`config.mk`:
```
export PLATFORM = sky130hd
export DESIGN_NAME = divider_ctrl
export DESIGN_NICKNAME = d
export VERILOG_FILES = /design/src/rtl/divider_ctrl.sv
export SDC_FILE = /design/constraint.sdc
export NUM_CORES = 1
export LEC_CHECK = 0
export BUFFER_PORTS_ARGS = -buffer_cell sky130_fd_sc_hd__buf_4
export CORE_MARGIN = 2
export CORE_UTILIZATION = 29
export CTS_BUF_LIST = sky130_fd_sc_hd__clkbuf_16
export CTS_CLUSTER_SIZE = 25
export DETAILED_ROUTE_END_ITERATION = 6
export GPL_ROUTABILITY_DRIVEN = 0
export PLACE_DENSITY = 0.45
export SETUP_SLACK_MARGIN = 0.02
export SYNTH_ARGS = -nofsm -noshare
export SYNTH_HDL_FRONTEND = slang
export SYNTH_SLANG_ARGS = --single-unit
export TNS_END_PERCENT = 1
```
`constraint.sdc`:
```
create_clock -name clk -period 3.5 [get_ports clk]
set_input_delay 0.175 -clock clk [delete_from_list [all_inputs] [get_ports clk]]
set_output_delay 0.175 -clock clk [all_outputs]
set_load 0.01 [all_outputs]
```
`src/rtl/divider_ctrl.sv`:
```
// divider_ctrl: programmable clock-enable divider with a glitch-free
// reconfiguration handshake.
//
// Ports:
//   clk        rising-edge clock
//   reset      asynchronous, active-high reset
//   enable     request to run the divider
//   cfg_valid  a new {cfg_div, cfg_duty} configuration is offered
//   cfg_div    offered divide ratio N (legal 2..15)
//   cfg_duty   offered duty mode (0 = one-cycle pulse, 1 = floor(N/2) high)
//   cfg_ready  configuration can be taken this cycle (low while one is pending)
//   q          divided output
//   tick       one-cycle strobe at the first cycle of every period
//   running    divider active
//   err        sticky: an offered configuration was rejected (N < 2)
module divider_ctrl #(
  parameter int unsigned DEFAULT_DIV  = 3,
  parameter bit          DEFAULT_DUTY = 1'b0
) (
  input  logic       clk,
  input  logic       reset,
  input  logic       enable,
  input  logic       cfg_valid,
  input  logic [3:0] cfg_div,
  input  logic       cfg_duty,
  output logic       cfg_ready,
  output logic       q,
  output logic       tick,
  output logic       running,
  output logic       err
);

  typedef enum logic [1:0] {IDLE, RUN, PEND} state_t;

  typedef struct packed {
    logic [3:0] div;
    logic       duty;
  } cfg_t;

  localparam cfg_t CFG_RST = '{div: 4'(DEFAULT_DIV), duty: DEFAULT_DUTY};

  state_t     state, state_nxt;
  cfg_t       cur, cur_nxt, pend, pend_nxt;
  cfg_t       offer;
  logic [3:0] cnt, cnt_nxt;
  logic       err_nxt;
  logic       xfer, legal, last;

  assign offer = '{div: cfg_div, duty: cfg_duty};
  assign xfer  = cfg_valid && cfg_ready;
  assign legal = (cfg_div >= 4'd2);
  assign last  = (cnt == cur.div - 4'd1);

  // State register (FSM state plus the datapath it steers)
  always_ff @(posedge clk or posedge reset) begin
    if (reset) begin
      state <= IDLE;
      cnt   <= '0;
      cur   <= CFG_RST;
      pend  <= CFG_RST;
      err   <= 1'b0;
    end else begin
      state <= state_nxt;
      cnt   <= cnt_nxt;
      cur   <= cur_nxt;
      pend  <= pend_nxt;
      err   <= err_nxt;
    end
  end

  // Next-state logic
  always_comb begin
    state_nxt = state;
    cnt_nxt   = cnt;
    cur_nxt   = cur;
    pend_nxt  = pend;
    // A rejected offer is still consumed; it only raises the sticky flag.
    err_nxt   = err || (xfer && !legal);
    unique case (state)
      IDLE: begin
        cnt_nxt = '0;
        if (xfer && legal) cur_nxt = offer;
        if (enable) state_nxt = RUN;
      end
      RUN: begin
        if (last) begin
          // Offer landing on the period's final cycle goes straight to the
          // next period: no reason to park it in pend.
          cnt_nxt = '0;
          if (xfer && legal) cur_nxt = offer;
          if (!enable) state_nxt = IDLE;
        end else begin
          cnt_nxt = cnt + 4'd1;
          if (xfer && legal) begin
            pend_nxt  = offer;
            state_nxt = PEND;
          end
        end
      end
      PEND: begin
        if (last) begin
          cnt_nxt   = '0;
          cur_nxt   = pend;
          state_nxt = enable ? RUN : IDLE;
        end else begin
          cnt_nxt = cnt + 4'd1;
        end
      end
      default: begin
        state_nxt = IDLE;
        cnt_nxt   = '0;
      end
    endcase
  end

  // Outputs, decoded from registered state only
  always_comb begin
    running   = (state == RUN) || (state == PEND);
    cfg_ready = (state != PEND);
    tick      = running && (cnt == 4'd0);
    q         = cur.duty ? (running && (cnt < (cur.div >> 1))) : tick;
  end

endmodule

```
-- After elaboration in Yosys (flattened, before gate mapping)
Index checks and enable logic that the tools add are counted.
- bitwise gates (word level): 1
- mux-type cells: 14
- equality and inequality tests: 9
- reductions and logical operators: 15
- $add $sub $neg: 2
- order comparisons: 2
- operator list (kind ; number):
    $mux 5 ; 3
    $pmux 5 s3 ; 1
    $mux 2 ; 5
    $mux 4 ; 2
    $ne 2x2->1 const B ; 4
    $ne 3x3->1 const B ; 2
    $pmux 2 s3 ; 1
    $reduce_and 3->1 ; 2
    $logic_and 1x1->1 ; 5
    $add 4x1->4 const B ; 1
    $eq 4x4->1 ; 1
    $ge 4x2->1 const B ; 1
    $logic_not 4->1 ; 1
    $lt 4x3->1 ; 1
    $reduce_and 4->1 ; 1
    $sub 4x1->4 const B ; 1
    $reduce_bool 3->1 ; 1
    $eq 2x1->1 const B ; 1
    $eq 2x2->1 const B ; 1
    $logic_not 2->1 ; 1
    $logic_or 1x1->1 ; 2
    $mux 1 ; 2
    $reduce_or 2->1 ; 1
    $logic_not 1->1 ; 1
    $not 1->1 ; 1
- output and inout port bits: 5
- flip-flop bits (word level): 17
- bits of input ports: 9
- word-level logic and storage cells: 50

-- Depth between registers and ports, before layout
- depth after elaboration: 6
- gate-level depth with buffers: 9
- gate-level depth less buffers: 7

-- Worst setup path before layout
No wires, ideal clock.
- kind: register to register
- from: register cur[1] (netlist name)
- to: register pend[0] (netlist name)
- required time: 3.375 ns
- setup slack: 1.421 ns
- setup time: 0.125 ns
- period minus slack after synthesis: 2.079 ns
- buffers on the path: 1
- stages on the path, launching flop included: 9
- arrival time: 1.953 ns
- path through: dfstp_2 > inv_1 > ha_1 > xnor3_1 > and3_4 > nand2_2 > and3_4 > buf_6 > mux2_4
- longest elaborated chain between the ends: 4
- ends and longest elaborated chain (element ; RTL line ; text):
    start: declaration ; 43 ; cfg_t cur, cur_nxt, pend, pend_nxt;
    start signal: assignment ; 65 ; cur <= cur_nxt;
    $sub 4x1->4 ; 52 ; assign last = (cnt == cur.div - 4'd1);
    $eq 4x4->1 ; 52 ;
    $not 1->1 (no source line) ; -- ;
    $reduce_and 3->1 (no source line) ; -- ;
    end signal: assignment ; 66 ; pend <= pend_nxt;
    end: declaration ; 43 ;
No other way between the ends.
A chain may end at the register's enable or synchronous reset.

-- Worst setup path in the final report
- from: register cur[1] (netlist name)
- to: register state[1]
- longest elaborated chain between the ends: 4
- elaborated cells between the ends (all ways): 8
- classes of those cells: 1 x add/sub; 4 x eq/ne; 2 x mux; 1 x reduce/logical
- ends and longest elaborated chain (element ; RTL line ; text):
    $sub 4x1->4 (*) ; 52 ;
    $eq 4x4->1 (*) ; 52 ;
    $ne 3x3->1 (no source line) (tied with other cells) ; -- ;
    $reduce_and 4->1 (no source line) or $pmux 2 s3 (tied branches) ; -- ;
    end signal: assignment ; 63 ; state <= state_nxt;
    end: declaration ; 42 ; state_t state, state_nxt;
Mark *: on every way between the ends. The rest lies on a longest branch, timed or not.

==> impl_metrics.py <==
metrics = {
    "status": {
        "status": "complete, no violations",
    },
    "drt": {
        "drt_first_pass_iters": 2,
        "final_antenna_net_count": 0,
        "avgViaCountPerCell": 4.738,
        "num_vias": 777,
        "drt-total-wl_mm": 2.284,
        "drtIter0Drc": 39,
        "avgRoutedWirePerCell_um": 13.93,
        "drc_errors": 0,
    },
    "die": {
        "die_w_um": 66.32,
        "fp-row-count": 22,
        "die_h_um": 66.32,
        "initial_core_util_pct": 30.53,
        "ios": 14,
        "core_area_um2": 3689,
        "die-area_um2": 4398,
    },
    "timing": {
        "grt_setup_unrepaired": "no",
        "fmax_mhz": 464.5,
        "setup_violations": 0,
        "clock_skew_ns": 0.001965,
        "period_share_pct": 61.52,
        "worst_pin_slew_ns": 0.6618,
        "fin_crit_ns": 2.153,
        "slew_headroom_pct": 55.83,
        "tns_ns": 0,
        "drv_slew": 0,
        "hold_viol": 0,
    },
    "final_layout": {
        "finish.instance_area_um2": 1346,
        "nets": 135,
        "fillerInstances": 379,
        "area_growth_pct": 19.56,
        "drive_gt1_share_pct": 28.45,
        "diodes": 0,
    },
    "yosys": {
        "synth_common_cells": "dfrtp_1, inv_1, mux2i_1",
        "synthCells": 101,
        "yosys_warnings": 0,
        "ys_async_sr_fraction_pct": 100.0,
        "netlist_area_um2": 1126,
        "yosys-top-cells-area": "dfrtp_1, ha_1, dfstp_2",
        "seq_area_frac_synth_pct": 38.22,
        "synth_area_per_cell_um2": 11.15,
        "synth_ff_type": "dfrtp_1",
        "synth_edf_count": 0,
        "syn_nets": 119,
        "ys_seq_elements": 17,
        "synth_top_area_cell": "dfrtp_1",
        "synth_most_common_cell": "dfrtp_1",
        "synth_top_area_share_pct": 28.89,
        "ys_types": 37,
    },
    "grt": {
        "antenna_found_initial": 0,
        "grt_pass1_wl_mm": 3.981,
        "first_global_vias": 822,
        "grt_max_degree": 18,
        "overflow": 0,
        "track_usage_pct": 12.44,
    },
    "critical_path": {
        "critPathLaunch": "cur[1]",
        "worst-path-max-fanout": 3,
        "crit_type": "flip-flop to flip-flop",
        "crit_arrival_ns": 2.29,
        "required_ns": 3.64,
        "cp-end-kind": "flip-flop",
        "r2r_start": "cur[1]",
        "setup.worst_path.start_class": "flip-flop",
    },
    "power": {
        "clkPwrFrac_pct": 16.6,
        "switchingPower_w": 0.0005226,
        "combPwrFrac_pct": 55.4,
        "p_seq_share_pct": 28.0,
        "p_per_area_nw_per_um2": 1012,
        "ir_drop_mv": 0.3210,
        "leakage_nw": 0.6471,
        "p_int_w": 0.0008395,
        "p_sw_share_pct": 38.37,
    },
    "cts": {
        "clock_path_buffers": 2,
        "cts_tree": "done",
        "h-tree-depth": 1,
        "clk_latency_ns": 0.25,
        "clock-sinks": 17,
        "cts-resized-gates": 0,
        "cts_setup_buffers": 0,
        "cts_buffers": 3,
        "cts_hold_buf": 0,
        "clk_pin_slew_ns": 0.05,
        "cts-root-buf": "clkbuf_16",
    },
    "worst_hold_path": {
        "min_path_type": "input pin to async pin",
    },
    "placement": {
        "dp_hpwl_mm": 1.791,
        "place.port_buffers": 13,
        "place_area_um2": 1267,
    },
    "job": {
        "cap_violations": 0,
    },
}
-- worst max-delay path, cell delays in order (launching register included) --
cell	delay, ns
dfstp_2	0.55
inv_1	0.06
ha_1	0.21
xnor3_1	0.31
nand3_1	0.15
o31ai_1	0.44
a31oi_1	0.16
a21o_1	0.17
-- cell families after synthesis --
kind of cell	Yosys count	synth area share (%)
AND/OR/NAND/NOR	27	13.56
flip-flops	17	38.22
multiplexers	15	15.56
buffers and inverters	13	5.111
AO/OA/AOI/OAI	12	9.445
adder cells (fa/ha/maj)	9	10.00
XOR/XNOR	8	8.111
-- cell type report --
type	count	area, µm²	area share [%]
multi-input cells	71	638.1	47.40
repair buffers	13	97.59	7.249
well taps	48	60.06	4.461
inverters	11	41.29	3.067
flip-flops and latches	17	430.4	31.97
clock buffers	3	75.07	5.576
clock inverters	1	3.754	0.2788
-- flip-flops by register name, summed over array words and instances, names as in the netlist --
register  count
cnt           4
cur           5
err           1
pend          5
state         2
-- power by group through the flow --
stage | Combinational, W | Clock (W) | Sequential, W
detailed placement | 0.000766 | 0 | 0.000383
finish | 0.000755 | 0.000226 | 0.000381
global placement | 0.000762 | 0 | 0.000383
global route | 0.000842 | 0.000239 | 0.000395
floorplan | 0.000591 | 0 | 0.000366
CTS | 0.000771 | 0.000231 | 0.000382
-- worst paths after layout --
path,end,slack [ns],depth (start not counted)
max in group asynchronous,cnt[3],3.05,2
setup reg to reg,state[1],1.35,7
min in group clk,pend[0],0.17,2
setup / recovery,state[1],1.35,7
hold / removal,pend[4],0.03,2
hold reg to reg,err,0.47,1
-- layout by cell type (no fill, tap or decap), types with 2 or more instances in the layout --
cell type	synthesis	routed
a21o_1	2	2
and3_4	2	2
buf_4	0	13
clkbuf_16	0	3
dfrtp_1	13	13
dfstp_2	4	4
ha_1	9	9
inv_1	11	12
mux2_4	5	5
mux2i_1	10	10
nand2_1	5	5
nand3_1	2	2
nor2_1	8	8
xnor2_1	2	2
xor2_1	4	4
-- per-stage QoR --
step / utilization [%] / hold slack (ns) / cells / setup slack, ns / power, W
finish: 36.50 / 0.02639 / 164 / 1.347 / 0.001362
CTS: 36.50 / 0.05518 / 164 / 1.346 / 0.001385
floorplan: - / 0.09815 / 101 / 1.421 / 0.0009562
detailed placement: 34.36 / 0.3185 / 160 / 1.360 / 0.001149
global placement: 34.36 / 0.3222 / 160 / 1.412 / 0.001146
global route: 36.50 / 0.09405 / 164 / 1.256 / 0.001475
-- per-layer routing --
layer	wire length [µm]	track usage, %	vias up
met1	1104	16.44	389
met2	1092	19.38	6
met3	42	2.215	4
li1	-	-	378
met4	44	6.122	0
met5	0	0	-
Power figures use the tool's default switching activity.
